`config.mk`:
```
export PLATFORM = sky130hd
export DESIGN_NAME = lsu_simd_seq
export DESIGN_NICKNAME = d
export VERILOG_FILES = /design/src/rtl/bsg_vanilla_pkg.sv /design/src/rtl/lsu_store_align.sv /design/src/rtl/lsu_simd_seq.sv
export SDC_FILE = /design/constraint.sdc
export NUM_CORES = 1
export LEC_CHECK = 0
export BUFFER_PORTS_ARGS = -buffer_cell sky130_fd_sc_hd__buf_4
export CORE_UTILIZATION = 57
export DETAILED_ROUTE_END_ITERATION = 10
export PLACE_DENSITY = 0.84
export SYNTH_ARGS = -nofsm -noshare
export SYNTH_HDL_FRONTEND = slang
export SYNTH_SLANG_ARGS = --single-unit
```
`constraint.sdc`:
```
create_clock -name clk_i -period 10.2 [get_ports clk_i]
set_clock_uncertainty 0.05 [all_clocks]
set_input_delay 2.04 -clock clk_i [delete_from_list [all_inputs] [get_ports clk_i]]
set_output_delay 2.04 -clock clk_i [all_outputs]
set_load 0.02 [all_outputs]
```
`src/rtl/bsg_vanilla_pkg.sv`:
```
// bsg_vanilla_pkg
//   Shared vanilla-core types. Holds the SIMD load/store sequencer state
//   encoding, the per-beat record it presents to DMEM / network TX, and a
//   small width helper used for derived parameters.
//   No ports (package).
package bsg_vanilla_pkg;

    typedef enum logic [1:0] {
        IDLE,
        ISSUE,
        DONE
    } lsu_simd_state_e;

    // Lane id field is sized for the widest sequencer we expect to build;
    // each instance narrows it to its own lane_id_width_lp.
    localparam int unsigned lsu_simd_lane_id_width_gp = 8;

    typedef struct packed {
        logic                                 w;
        logic [31:0]                          addr;
        logic [31:0]                          data;
        logic [3:0]                           mask;
        logic [lsu_simd_lane_id_width_gp-1:0] lane_id;
    } lsu_simd_beat_s;

    // clog2 that never returns 0, so a 1-lane build still gets a 1-bit id.
    function automatic int unsigned safe_clog2(input int unsigned x);
        return (x <= 1) ? 1 : $clog2(x);
    endfunction

endpackage

```
`src/rtl/lsu_store_align.sv`:
```
// lsu_store_align
//   Combinational store formatter: replicates the element across the word
//   and builds the byte mask from the element size and the byte offset.
//   Shared by the SIMD sequencer and the scalar store path.
//   Ports:
//     is_byte_op_i   byte element (wins over is_hex_op_i)
//     is_hex_op_i    halfword element
//     byte_offset_i  address bits [1:0] of the element
//     data_i         raw lane data
//     data_o         replicated store data
//     mask_o         byte-enable mask
module lsu_store_align
    import bsg_vanilla_pkg::*;
(
    input  logic        is_byte_op_i,
    input  logic        is_hex_op_i,
    input  logic [1:0]  byte_offset_i,
    input  logic [31:0] data_i,
    output logic [31:0] data_o,
    output logic [3:0]  mask_o
);

    always_comb begin
        data_o = data_i;
        mask_o = 4'b1111;
        if (is_byte_op_i) begin
            data_o = {4{data_i[7:0]}};
            mask_o = 4'b0001 << byte_offset_i;
        end else if (is_hex_op_i) begin
            data_o = {2{data_i[15:0]}};
            mask_o = {{2{byte_offset_i[1]}}, {2{~byte_offset_i[1]}}};
        end
    end

endmodule

```
`src/rtl/lsu_simd_seq.sv`:
```
// lsu_simd_seq
//   Load/store sequencer for multi-lane (SIMD) memory ops. Latches one
//   request covering up to lanes_p word-strided elements, then issues one
//   beat per cycle (lowest pending lane first) to either local DMEM or the
//   remote network, chosen per lane by address. done_o pulses once when
//   every enabled lane has been accepted.
//   Ports:
//     clk_i, reset_i                  clock, synchronous active-high reset
//     v_i / ready_o                   request handshake
//     is_store_i, is_byte_op_i,
//     is_hex_op_i, lane_en_i, rs1_i,
//     offset_i, data_i, rd_i          request fields
//     dmem_*                          local beat (word address) + ready
//     remote_*                        remote beat (byte address) + ready
//     lane_id_o                       lane of the current beat
//     rd_o                            latched destination register
//     busy_o, done_o                  issuing / one-cycle completion
module lsu_simd_seq
    import bsg_vanilla_pkg::*;
#(
    parameter  int unsigned data_width_p       = 32,
    parameter  int unsigned dmem_size_p        = 1024,
    parameter  int unsigned lanes_p            = 4,
    localparam int unsigned dmem_addr_width_lp = $clog2(dmem_size_p),
    localparam int unsigned mask_width_lp      = data_width_p / 8,
    localparam int unsigned lane_id_width_lp   = safe_clog2(lanes_p)
) (
    input  logic                            clk_i,
    input  logic                            reset_i,
    input  logic                            v_i,
    output logic                            ready_o,
    input  logic                            is_store_i,
    input  logic                            is_byte_op_i,
    input  logic                            is_hex_op_i,
    input  logic [lanes_p-1:0]              lane_en_i,
    input  logic [31:0]                     rs1_i,
    input  logic [11:0]                     offset_i,
    input  logic [lanes_p*data_width_p-1:0] data_i,
    input  logic [4:0]                      rd_i,
    output logic                            dmem_v_o,
    input  logic                            dmem_ready_i,
    output logic                            dmem_w_o,
    output logic [dmem_addr_width_lp-1:0]   dmem_addr_o,
    output logic [data_width_p-1:0]         dmem_data_o,
    output logic [mask_width_lp-1:0]        dmem_mask_o,
    output logic                            remote_v_o,
    input  logic                            remote_ready_i,
    output logic                            remote_w_o,
    output logic [31:0]                     remote_addr_o,
    output logic [data_width_p-1:0]         remote_data_o,
    output logic [mask_width_lp-1:0]        remote_mask_o,
    output logic [lane_id_width_lp-1:0]     lane_id_o,
    output logic [4:0]                      rd_o,
    output logic                            busy_o,
    output logic                            done_o
);

    lsu_simd_state_e             state_r, state_n;
    logic [31:0]                 base_r;
    logic                        is_store_r, is_byte_r, is_hex_r;
    logic [data_width_p-1:0]     lane_data_r [lanes_p];
    logic [4:0]                  rd_r;
    logic [lanes_p-1:0]          pending_r, pending_clr;
    logic [lane_id_width_lp-1:0] lane_sel;
    logic [31:0]                 lane_addr;
    logic                        is_local, fire;
    logic [31:0]                 st_data;
    logic [3:0]                  st_mask;
    lsu_simd_beat_s              beat;
    logic                        unused_lane_id_hi;

    function automatic logic [lane_id_width_lp-1:0] lowest_set(input logic [lanes_p-1:0] v);
        logic found;
        lowest_set = '0;
        found      = 1'b0;
        for (int unsigned i = 0; i < lanes_p; i++) begin
            if (v[i] && !found) begin
                lowest_set = lane_id_width_lp'(i);
                found      = 1'b1;
            end
        end
    endfunction

    always_comb begin
        lane_sel    = lowest_set(pending_r);
        lane_addr   = base_r + (32'(lane_sel) << 2);
        is_local    = (lane_addr >> (dmem_addr_width_lp + 2)) == 32'd0;
        pending_clr = pending_r & ~(lanes_p'(1) << lane_sel);
        // Beat fields only depend on pending_r, which moves only on fire,
        // so a stalled target sees a stable beat.
        fire        = (state_r == ISSUE) && (is_local ? dmem_ready_i : remote_ready_i);
    end

    lsu_store_align align (
        .is_byte_op_i (is_byte_r),
        .is_hex_op_i  (is_hex_r),
        .byte_offset_i(lane_addr[1:0]),
        .data_i       (lane_data_r[lane_sel]),
        .data_o       (st_data),
        .mask_o       (st_mask)
    );

    always_comb begin
        beat.w       = is_store_r;
        beat.addr    = lane_addr;
        beat.data    = is_store_r ? st_data : '0;
        beat.mask    = st_mask;
        beat.lane_id = lsu_simd_lane_id_width_gp'(lane_sel);
    end

    assign unused_lane_id_hi = ^beat.lane_id;
    assign rd_o              = rd_r;

    always_ff @(posedge clk_i) begin
        if (reset_i) state_r <= IDLE;
        else         state_r <= state_n;
    end

    always_comb begin
        state_n = state_r;
        unique case (state_r)
            IDLE:    if (v_i) state_n = (lane_en_i != '0) ? ISSUE : DONE;
            ISSUE:   if (fire && (pending_clr == '0)) state_n = DONE;
            DONE:    state_n = IDLE;
            default: state_n = IDLE;
        endcase
    end

    always_comb begin
        ready_o       = 1'b0;
        busy_o        = 1'b0;
        done_o        = 1'b0;
        dmem_v_o      = 1'b0;
        dmem_w_o      = 1'b0;
        dmem_addr_o   = '0;
        dmem_data_o   = '0;
        dmem_mask_o   = '0;
        remote_v_o    = 1'b0;
        remote_w_o    = 1'b0;
        remote_addr_o = '0;
        remote_data_o = '0;
        remote_mask_o = '0;
        lane_id_o     = '0;
        unique case (state_r)
            IDLE: ready_o = 1'b1;
            ISSUE: begin
                busy_o    = 1'b1;
                lane_id_o = beat.lane_id[lane_id_width_lp-1:0];
                if (is_local) begin
                    dmem_v_o    = 1'b1;
                    dmem_w_o    = beat.w;
                    dmem_addr_o = beat.addr[2 +: dmem_addr_width_lp];
                    dmem_data_o = beat.data;
                    dmem_mask_o = beat.mask;
                end else begin
                    remote_v_o    = 1'b1;
                    remote_w_o    = beat.w;
                    remote_addr_o = beat.addr;
                    remote_data_o = beat.data;
                    remote_mask_o = beat.mask;
                end
            end
            DONE:    done_o = 1'b1;
            default: ;
        endcase
    end

    always_ff @(posedge clk_i) begin
        if (reset_i) begin
            base_r     <= '0;
            is_store_r <= 1'b0;
            is_byte_r  <= 1'b0;
            is_hex_r   <= 1'b0;
            rd_r       <= '0;
            pending_r  <= '0;
            for (int unsigned i = 0; i < lanes_p; i++) lane_data_r[i] <= '0;
        end else if ((state_r == IDLE) && v_i) begin
            base_r     <= rs1_i + {{20{offset_i[11]}}, offset_i};
            is_store_r <= is_store_i;
            is_byte_r  <= is_byte_op_i;
            is_hex_r   <= is_hex_op_i & ~is_byte_op_i;
            rd_r       <= rd_i;
            pending_r  <= lane_en_i;
            for (int unsigned i = 0; i < lanes_p; i++)
                lane_data_r[i] <= data_i[i*data_width_p +: data_width_p];
        end else if (fire) begin
            pending_r <= pending_clr;
        end
    end

    // Byte and halfword together is an illegal encoding; byte still wins.
    assert property (@(posedge clk_i) disable iff (reset_i)
                     (v_i && ready_o) |-> !(is_byte_op_i && is_hex_op_i))
        else $error("lsu_simd_seq: byte and hex op both set");

endmodule
```
* Word level (Yosys, flattened, before mapping)
Memory sizes are Yosys's and may differ from the RTL's.
Cells that the tools add are included.
** Word-level totals
- Bits of input ports :: 189
- Logic and storage cells :: 91
- Memories :: 1
- Output and inout port bits :: 128
- RAM bits :: 128
- Register bits :: 46
** Operators by class
- Bitwise operators :: 9
- Add/sub/neg operators :: 2
- Equality and inequality tests :: 4
- Shift operators :: 2
- Reduce and logical (&&, ||, !) cells :: 15
- Mux-type cells :: 51
** Memory list
- lane_data_r :: words 4, width 32, read ports 1, clocked after Yosys merged registers in 0, wr ports 4, RTL line lsu_simd_seq.sv:61 : logic [data_width_p-1:0] lane_data_r [lanes_p];
** Operators with widths (number)
- $mux W32 :: 13
- $add A32 B32 Y32 :: 1
- $add A32 B4 Y32 :: 1
- $logic_not A32 Y1 :: 1
- $mux W4 :: 8
- $mux W1 :: 21
- $mux W10 :: 2
- $mux W2 :: 6
- $shl A1 B2 Y4 const A :: 2
- $logic_and A1 B1 Y1 :: 6
- $and A4 B4 Y4 :: 1
- $logic_not A4 Y1 :: 1
- $not A4 Y4 :: 1
- $or A1 B1 Y1 :: 4
- $pmux W2 S2 :: 1
- $reduce_bool A4 Y1 :: 1
- $logic_not A1 Y1 :: 3
- $eq A2 B1 Y1 const B :: 1
- $eq A2 B2 Y1 const B :: 1
- $logic_not A2 Y1 :: 1
- $ne A2 B1 Y1 const B :: 1
- $ne A2 B2 Y1 const B :: 1
- $not A1 Y1 :: 2
- $reduce_and A2 Y1 :: 1
- 2 further kinds :: 2

* Longest topological paths before layout
Gate-level depths: netlist of the first run.
- Depth after elaboration :: 17
- Mapped depth :: 18
- Depth with buffers taken out :: 14

* Cells and area by module
A second synthesis of the first run with hierarchy kept.
** Unflattened totals
- Cells, all modules :: 1180
- Area, all modules :: 10765.3 um^2
** Modules (own cells, without submodules)
- lsu_simd_seq :: seq. area each 4764.6 um^2, instances 1, cells an instance 1110, area each 10292.4 um^2
- lsu_store_align :: seq. area each 0.0 um^2, instances 1, cells an instance 70, area each 473.0 um^2

* Worst setup path after synthesis of the first run
OpenSTA, ideal clock, no wires.
- Path type :: reg-to-output
- Start point :: reg pending_r[1]
- End point :: out dmem_addr_o[2]
- Cell stages (with the launch flop) :: 19
- Data arrival time :: 4.545 ns
- Buffers on the path :: 4
- Path slack :: 3.565 ns
- Data required time :: 8.110 ns
- Cell sequence :: dfxtp_1 > nor2_1 > nand3b_1 > clkbuf_1 > nand2_1 > ha_1 > inv_1 > fa_1 > nand3b_1 > or4_4 > a2111oi_2 > o22ai_1 > or4_1 > or3_1 > buf_2 > or2_4 > buf_6 > buf_6 > nor2_1
** On the way
- Cells in the longest elaborated chain, start to end :: 12
- Elaborated cells on any way between the ends :: 14
- Those cells by class :: add/sub (1); mux (7); reduce/logical (6)
** Ends and longest elaborated chain
- start, declared :: RTL line lsu_simd_seq.sv:63 : logic [lanes_p-1:0] pending_r, pending_clr;
- start signal, assigned :: RTL line lsu_simd_seq.sv:183 : pending_r <= lane_en_i;
- start signal, assigned :: RTL line lsu_simd_seq.sv:187 : pending_r <= pending_clr;
- $logic_and A1 B1 Y1 (*) :: RTL line lsu_simd_seq.sv:77 : if (v[i] && !found) begin
- $mux W1 :: RTL line lsu_simd_seq.sv:77
- $logic_not A1 Y1 :: RTL line lsu_simd_seq.sv:77
- $logic_and A1 B1 Y1 :: RTL line lsu_simd_seq.sv:77
- $mux W1 :: RTL line lsu_simd_seq.sv:77
- $logic_not A1 Y1 :: RTL line lsu_simd_seq.sv:77
- $logic_and A1 B1 Y1 :: RTL line lsu_simd_seq.sv:77
- $mux W2 (*) :: RTL line lsu_simd_seq.sv:77
- $add A32 B4 Y32 (*) :: RTL line lsu_simd_seq.sv:86 : lane_addr = base_r + (32'(lane_sel) << 2);
- $logic_not A32 Y1 :: RTL line lsu_simd_seq.sv:87 : is_local = (lane_addr >> (dmem_addr_width_lp + 2)) == 32'd0;
- $mux W10 (*) :: RTL line lsu_simd_seq.sv:149 : if (is_local) begin
- $mux W10 (*) :: RTL line lsu_simd_seq.sv:144 : unique case (state_r)
- end, declared :: RTL line lsu_simd_seq.sv:43 : output logic [dmem_addr_width_lp-1:0] dmem_addr_o,
Every way passes the cells marked *; elsewhere a longest branch is shown, timed or not.

* Final worst setup path of the first run
- Start point :: reg pending_r[1]
- End point :: out remote_addr_o[21]
** On the way
- Cells in the longest elaborated chain, start to end :: 12
- Elaborated cells on any way between the ends :: 14
- Those cells by class :: add/sub (1); mux (7); reduce/logical (6)
** Ends and longest elaborated chain
- $logic_and A1 B1 Y1 (*) :: RTL line lsu_simd_seq.sv:77
- $mux W1 :: RTL line lsu_simd_seq.sv:77
- $logic_not A1 Y1 :: RTL line lsu_simd_seq.sv:77
- $logic_and A1 B1 Y1 :: RTL line lsu_simd_seq.sv:77
- $mux W1 :: RTL line lsu_simd_seq.sv:77
- $logic_not A1 Y1 :: RTL line lsu_simd_seq.sv:77
- $logic_and A1 B1 Y1 :: RTL line lsu_simd_seq.sv:77
- $mux W2 (*) :: RTL line lsu_simd_seq.sv:77
- $add A32 B4 Y32 (*) :: RTL line lsu_simd_seq.sv:86
- $logic_not A32 Y1 :: RTL line lsu_simd_seq.sv:87
- $mux W32 (*) :: RTL line lsu_simd_seq.sv:149
- $mux W32 (*) :: RTL line lsu_simd_seq.sv:144
- end, declared :: RTL line lsu_simd_seq.sv:49 : output logic [31:0] remote_addr_o,
Marks and branches as above.

==> run summary, run 1 <==
The tools report the remaining antenna violation count as 0. For this run, the top clock speed supported by timing is 132 MHz. The number of hold buffers added after CTS was 0. Counting instances in the post-synthesis netlist gives the leading cell types as 190 x sky130_fd_sc_hd__nor2_1, 144 x sky130_fd_sc_hd__and3_1, 128 x sky130_fd_sc_hd__edfxtp_1, 72 x sky130_fd_sc_hd__nand2_1, 57 x sky130_fd_sc_hd__clkbuf_1. Clock-pin slew was measured on the worst setup and hold paths at 0.07 ns. Area occupied by registers: 4760 um2.

The signal on the critical path passes through nor2_1 -> nand3b_1 -> nand2_1 -> ha_1 -> inv_1 -> fa_1 -> nand3b_1 -> or4_4 -> nor3_1 -> xnor2_1 -> a31oi_1 -> or3_1 -> nand2_2 -> nor2_1 -> buf_4. The measured slew at the worst slew-check pin was 1.17 ns; the post-synthesis sequential element count was 174. The post-synth net total was 1372; the average size of a mapped cell was 9.18 um2. The first global-routing pass estimated 50500 um of wire.

The most critical setup path has its startpoint at pending_r[1]. The tools report the start point of the worst hold path as rd_o[1]. In the final layout, the share of cells above drive strength 1 is 26.7%. The most instantiated flip-flop cell in the synthesis netlist is sky130_fd_sc_hd__edfxtp_1.

The number of DRC violations after detailed-routing iteration 0 is 1014. The worst register-to-register path begins at pending_r[1]. For the worst hold slack, the log shows 0.408 ns. The vertical die dimension is 138 um, and the area growth from synthesis to layout is 28.1%. The combined global-route utilization of all metal layers came out at 35.4%. The number of antenna diodes in the final layout is 0.

The logs give 1306 for the number of filler cells placed in the layout and 0 for the number of endpoints with negative hold slack in the final report. Row generation in the floorplan step produced 49 rows. At the end of the flow, the number of nets in the layout was 1638.

TritonCTS built the clock tree. STA classifies the critical path startpoint as a flop. Via count of the first global-routing pass: 9091.

Entering global routing, the biggest net connects 127 pins. Sequential cells were found to cover 45.2% of the synthesized design area. In the routed design, unresolved DRC markers number 0. The flow ran to the end, and the final reports show no timing, DRC or antenna violations. The slowest stage of the critical path is the sky130_fd_sc_hd__nand2_2 cell. Number of different library cells in the post-synthesis netlist: 69. The time the worst path needs with I/O delays and setup is 7.57 ns. By area the synthesized netlist is led by sky130_fd_sc_hd__edfxtp_1 36%, sky130_fd_sc_hd__dfxtp_1 8.7%, sky130_fd_sc_hd__and3_1 8.5%.

The tools report the max-slew headroom at the worst pin as 21.7%. The tools report the max-slew violation count as 0. The port buffer count came out at 316.

In this run the clock root is driven by a sky130_fd_sc_hd__clkbuf_16. The sort of element at the end of the critical path was an output port. The synthesized netlist occupies a cell area of 10500 um2. The run gives 5.48 ns as the critical path data arrival time. Power spread over the standard cell area amounts to 157 nW/um2. For the worst setup path, the data required time is 8.11 ns.

Wires add up to 34200 um. sky130_fd_sc_hd__edfxtp_1 takes more of the synthesized area than any other cell. The run gives 0 as the initial antenna violation count.

The TritonCTS buffer count came out at 17. Of all nets on the critical path, the largest fanout is 54. Yosys mapped a number of flops with a built-in enable equal to 128. The floorplan step defined a die boundary enclosing 19000 um2.

Once the clock tree was built, the resizer swapped 0 gates to a different size. During I/O placement, the number of pins put on the boundary was 317. After routing, the total negative slack on setup checks comes to 0 ns. Counting instances, the worst hold path has a depth of 2. The path category of the worst min-delay check is reg -> reg. Setup repair after global routing left no endpoint under its margin. Setup violations remaining at the end of the flow were counted as 0. Area taken by multi-input logic gates: 5310 um2. The logs give 18000 um2 for the core area and 58.5% for the initial core utilization. The floorplan step set the die width to 138 um. The first detailed-routing pass took 5 iterations. For this design the static power due to leakage is 0.00613 uW. The clock reaches the later pin of the worst-skew pair after 0.43 ns. The H-tree depth reported by CTS is 4, and the HPWL reported at the end of detailed placement is 24600 um. The count of cells along the worst register-to-register path works out to 14.

For the max-cap check violation count, the log shows 0. The proportion of register bits with asynchronous set or reset after synthesis came out at 0%. The tools report the buffer depth of the longest clock path as 2. After detailed routing, the average wire length per cell comes to 20.7 um. The top cell type's share of synthesized area is 36.5%. The stage delay of the slowest cell on the critical path came out at 0.86 ns. For the final estimated routing congestion in global placement, the log shows 0.915.

After clock tree synthesis, the setup repair step added 0 buffers. Setup slack on the worst reg-to-reg path comes out at 5.63 ns. Most common cell in the synthesized netlist: sky130_fd_sc_hd__nor2_1. The logs give 1148 for the gate count after technology mapping and 0 for the count of synthesis-stage warnings from yosys.

VDD sags by at most 150 uV. For the clock sink count, the log shows 174. The detailed router placed 10200 vias in this run. The total overflow left after global routing is 0.

The average via count per standard cell is 6.18. Of the available clock period, the critical path in the final layout requires 74.2%. The category of the critical setup timing path was reg -> out.
## area by class of cell
cell class,instances,share of cell area [%]
inverter,31,0.880
clock inverter,15,1.07
sequential,174,35.3
multi-input combinational,864,39.4
clock buffer,17,3.15
tap,229,2.12
timing repair buffer,326,18.1
## critical path, delay by kind of cell (launching register included)
family	cells	cell delay (ns)
and+or+nand+nor	9	3.49
AOI/OAI and AO/OA	1	0.14
xor gates and xnor gates	1	0.19
adders and majority gates	2	0.59
buffers and inverters	2	0.27
DFF	1	0.35
## report_power, final
group | internal [uW] | switching (uW)
Sequential | 854 | 55.2
Combinational | 221 | 358
Clock | 324 | 308
## metrics by stage
stage	util, %	area [um2]	power (uW)	instances	worst slack [ns]
finish	74.9	13500	2120	1656	2.63
global route	74.9	13500	2200	1656	2.32
CTS	74.9	13500	2110	1656	2.69
detailed placement	71.7	12900	1490	1624	3.16
global placement	71.7	12900	1480	1624	3.43
floorplan	-	10500	1280	1148	3.57
## flip-flops by register name, indices dropped and copies added, names as in the netlist
signal and cells:
base_r 32, is_store_r 1, is_byte_r 1, pending_r 4, state_r 2, is_hex_r 1
rd_o 5, lane_data_r 128
## path summary, 6_finish.rpt
path / endpoint
setup / recovery: remote_addr_o[21]
hold / removal: rd_o[1]
setup reg to reg: pending_r[3]
hold reg to reg: rd_o[1]
## placed cells by master, fill, tap and decap left out, drive strengths merged, types with 8 or more instances in the layout
cell type  synthesis  routed
nor2b             14      14
and3             144     144
ha                33      33
inv               31      39
xnor2             28      28
clkbuf            58      17
nand4             11      11
nor3              36      36
buf               21     326
a21o              15      15
nand2             72      72
o22ai             10      10
nand3             18      18
dfxtp             46      46
a21oi             52      52
nor2             199     199
o21ai             33      33
xor2              20      20
o221ai            27      27
nor4              12      12
a31oi              8       8
edfxtp           128     128
a211oi             9       9
a22o              12      12
## routing by layer
layer / global-route usage [%] / up-vias / wire (um)
met4: 12.9 / 0 / 1010
met5: 0 / - / 0
li1: - / 4759 / -
met2: 57.0 / 568 / 16500
met3: 5.88 / 65 / 3050
met1: 47.9 / 4841 / 13600
## cells by family (layout without fill, tap and decap cells)
kind of cell    after synthesis  count (layout)  share of synthesized area, %
fa+ha+maj                    36              36                          4.39
mux                           2               2                         0.190
xor+xnor                     48              48                          3.99
simple gates                545             545                          26.1
buf+inv                     110             389                          4.46
flops                       174             174                          45.2
compound gates              233             233                          15.6
(Power assumes the default switching activity.)
==> run 2: changes to the inputs <==
Settings changed: ABC_AREA from default to 1, CORE_UTILIZATION 57 to 53, PLACE_DENSITY 0.84 to 0.78.
Clock period 10.2 ns to 7.2 ns, I/O delays scaled along.
==> run 2 against run 1 <==
Total power up 41%; utilization down 4.9 points; clock power up 52%; largest power group unchanged; combinational power up 36%; count of clock-buffer cells in the layout unchanged; global-route usage down 1.6 points; worst hold slack better by 0.026 ns; critical path depth up 6; sequential share of layout area down 1.7 points; critical endpoint is now dmem_data_o[28]; register-to-register slack worse by 2.2 ns.
==> run summary, run 2 <==
Setup repair after global routing left no endpoint under its margin. The sort of element at the end of the critical path is an output port. The clock passes through at most 2 buffers.

The tools report the max-slew headroom at the worst pin as 27.5%. Yosys mapped a number of flops with a built-in enable equal to 128. The net count of the finished layout came out at 1993.

Setup total negative slack on the finished layout was measured at 0 ns. For this run, the register share of the synthesized area comes to 43.4%. The post-synthesis sequential element count is 174.

The commonest cells after synthesis are 364 x sky130_fd_sc_hd__nor2_1, 234 x sky130_fd_sc_hd__inv_1, 220 x sky130_fd_sc_hd__nand2_1, 128 x sky130_fd_sc_hd__edfxtp_1, 105 x sky130_fd_sc_hd__o21ai_0. The count of boundary I/O pins is 317. The worst-case IR drop observed on VDD is 176 uV. At the worst endpoint, the required time is 5.71 ns. The most instantiated flip-flop cell in the synthesis netlist is sky130_fd_sc_hd__edfxtp_1. The final routed DRC violation total is 0, and the reg-to-reg setup timing slack is 3.44 ns. Summing the areas of all compound-gate instances in the mapped netlist gives 12.5% of the synthesized area. Count of synthesis-stage warnings from yosys: 0. Part of the cycle the worst path needs: 87.7%. The via count of the first global-routing pass is 10200. After global routing the overflow that remains totals 0. Final hold analysis gives a worst-case slack of 0.435 ns. The number of endpoints with negative hold slack in the final report came out at 0. Once layout is complete, the utilization of the core stands at 70.0%. The worst setup path is of the reg -> out kind.

Once the clock tree was built, the setup fixing pass inserted 0 buffers. The HPWL reported at the end of detailed placement was 27200 um; the number of DRC violations after detailed-routing iteration 0 was 1116. The area share of fa/ha/maj cells after synthesis was 4.13%; the H-tree depth reported by CTS was 4. The run gives 7 as the first-pass detailed-route iteration total. The clock latency on the worst-skew pair came out at 0.44 ns. The element type at the critical path start was a flop. In the global route stage, overall resource usage came out at 33.7%. After synthesis, the cell types taking the most area are sky130_fd_sc_hd__edfxtp_1 35%, sky130_fd_sc_hd__nor2_1 12%, sky130_fd_sc_hd__dfxtp_1 8.4%. The launch instance of the worst register-to-register path was pending_r[1]. The max-cap check violation count was 0. The hold path depth was 1.

The post-route netlist has 24.0% of its cells at a drive strength greater than 1. The average size of a mapped cell was 7.46 um2; the initial antenna violation count was 0. Data on the critical path arrives at its endpoint at 4.82 ns. Of all nets on the critical path, the largest fanout is 33.

The floorplan die width was 146 um; the number of antenna cells inserted was 0. TritonCTS built the clock tree. In the layout the commonest cells are 363 x sky130_fd_sc_hd__nor2_1, 328 x sky130_fd_sc_hd__buf_4, 233 x sky130_fd_sc_hd__inv_1.

For the total via count in the routed design, the log shows 11000. The run gives 110 as the pin count of the biggest net entering global routing. Counting the buffers created by CTS gives 17. The clock edge transition at the registers on the reported setup and hold paths is 0.08 ns. The average via count per standard cell was 5.38; the wire length of the first global-routing pass was 55100 um. Detailed-route wire length per cell: 17.5 um. In the post-synthesis netlist, the cell with the most instances is sky130_fd_sc_hd__nor2_1.

Routability-driven placement finished with a final weighted congestion of 0.949. The proportion of register bits with asynchronous set or reset after synthesis was 0%. The remaining antenna violation count is 0. The max-slew violation count is 0. The flow ran to the end, and the final reports show no timing, DRC or antenna violations. The aggregate routed wire length is 35900 um, and the top cell type's share of synthesized area is 35.0%.

The tree is rooted in a sky130_fd_sc_hd__clkbuf_16. The power density over cell area came out at 212 nW/um2. The logs give 44 for the number of different library cells in the post-synthesis netlist and 3000 uW for the total power draw. The routed design could run at a clock period as short as 6.31 ns.

Of the post-synthesis cell area, the part taken by muxes is 0%. After synthesis the cells add up to 11000 um2. Summed over all cells, the static leakage comes to 0.00670 uW. After clock tree synthesis, the flow added hold-fix buffers numbering 0. Counting flops per register, the top entry is lane_data_r. Setup violations remaining at the end of the flow were counted as 0. The gate count after technology mapping is 1471. Core area: 20200 um2. Of the total synthesized cell area, the portion taken by AND, OR, NAND and NOR gates is 28.5%. Port buffering added 316 buffers. The path with the worst hold slack has its endpoint at rd_o[1]. The start point of the worst hold path was rd_o[1]. Counting every sink on the clock net gives 174.

For this configuration, the core starts out at a cell density of 54.2%. The floorplan has 52 rows. Most frequent standard cell in the layout excluding fill and tap cells: sky130_fd_sc_hd__nor2_1. After synthesis, the largest family of logic cells by area is simple AND/OR/NAND/NOR gates. Timing would allow up to 158 MHz. The logs give 1695 for the post-synth net total and 21300 um2 for the die footprint.

The share of the synthesized netlist area taken by xor and xnor gates is 1.11%. The worst hold path belongs to the class reg -> reg. At the pin with the least slew margin, the transition time is 1.08 ns. Measured along the y axis, the die boundary spans 146 um. The worst register-to-register path ends at pending_r[1]. The number of flip-flops under the largest register name is 128.

The cell type with the largest total area after synthesis was sky130_fd_sc_hd__edfxtp_1. The count of cells along the worst register-to-register path is 21, and the post-cts resize count is 0. Relative to the synthesized area, the layout overhead comes to 29.1%.
==> run 2: critical path, cell delays in order, from the launching register on <==
cell and delay, ns:
sky130_fd_sc_hd__dfxtp_1 0.31, sky130_fd_sc_hd__inv_1 0.08, sky130_fd_sc_hd__nand2_1 0.08, sky130_fd_sc_hd__nor3_1 0.29, sky130_fd_sc_hd__clkinv_1 0.14, sky130_fd_sc_hd__nand2_1 0.08
sky130_fd_sc_hd__ha_1 0.19, sky130_fd_sc_hd__inv_1 0.07, sky130_fd_sc_hd__fa_1 0.47, sky130_fd_sc_hd__nor2_2 0.31, sky130_fd_sc_hd__nand2_1 0.17, sky130_fd_sc_hd__nor2_2 0.18
sky130_fd_sc_hd__xor2_1 0.09, sky130_fd_sc_hd__nor2_1 0.12, sky130_fd_sc_hd__nand2_1 0.05, sky130_fd_sc_hd__nor2_1 0.24, sky130_fd_sc_hd__nand3_4 0.15, sky130_fd_sc_hd__nor2_4 0.12
sky130_fd_sc_hd__clkinv_2 0.38, sky130_fd_sc_hd__buf_4 0.46, sky130_fd_sc_hd__nor2_1 0.20, sky130_fd_sc_hd__buf_4 0.16
==> run 2: stage by stage <==
step | cells | setup slack, ns | instance area, um2
6_report | 2052 | 0.886 | 14200
3_3_place_gp | 2020 | 1.54 | 13600
5_1_grt | 2052 | 0.454 | 14200
2_1_floorplan | 1471 | 1.12 | 11000
3_5_place_dp | 2020 | 1.39 | 13600
4_1_cts | 2052 | 0.895 | 14200
==> run 2: power by group <==
| group | switching [uW] | total, uW | internal [uW] |
|---|---|---|---|
| sequential | 56.2 | 1250 | 1190 |
| clock | 458 | 963 | 504 |
| combinational | 521 | 785 | 264 |
==> run 2: worst max-delay path by stage <==
stage | start | to | slack (ns) | cells past startpoint
finish | pending_r[1] | dmem_data_o[28] | 0.89 | 21
global route | pending_r[1] | dmem_data_o[28] | 0.45 | 21
CTS | pending_r[1] | dmem_w_o | 0.89 | 21
detailed placement | pending_r[1] | dmem_w_o | 1.39 | 21
global placement | pending_r[1] | dmem_w_o | 1.54 | 21
floorplan | v_i | lane_data_r[0][0] | 1.12 | 5
==> run 2: area by class of cell <==
class / count / area [um2]
Sequential cell: 174 / 4760
Inverter: 239 / 906
Timing Repair Buffer: 328 / 2460
Clock buffer: 17 / 425
Multi-Input combinational cell: 1009 / 5080
Tap cell: 270 / 338
Clock inverter: 15 / 190
Fill cell: 1700 / 6070
==> run 2: cell families (layout without fill, tap and decap cells) <==
| logic type | count (synthesis) | count (layout) |
|---|---|---|
| AOI/OAI and AO/OA | 243 | 243 |
| xor gates and xnor gates | 13 | 13 |
| adders and majority gates | 35 | 35 |
| buffers and inverters | 288 | 599 |
| DFF | 174 | 174 |
| and+or+nand+nor | 718 | 718 |
==> run 2: routing by layer <==
metal | routed length [um] | vias to the layer above | track usage, %
met3 | 3530 | 64 | 7.84
met2 | 16300 | 552 | 53.0
met5 | 0 | - | 0
met1 | 15200 | 5064 | 45.6
met4 | 896 | 0 | 12.1
li1 | - | 5354 | -
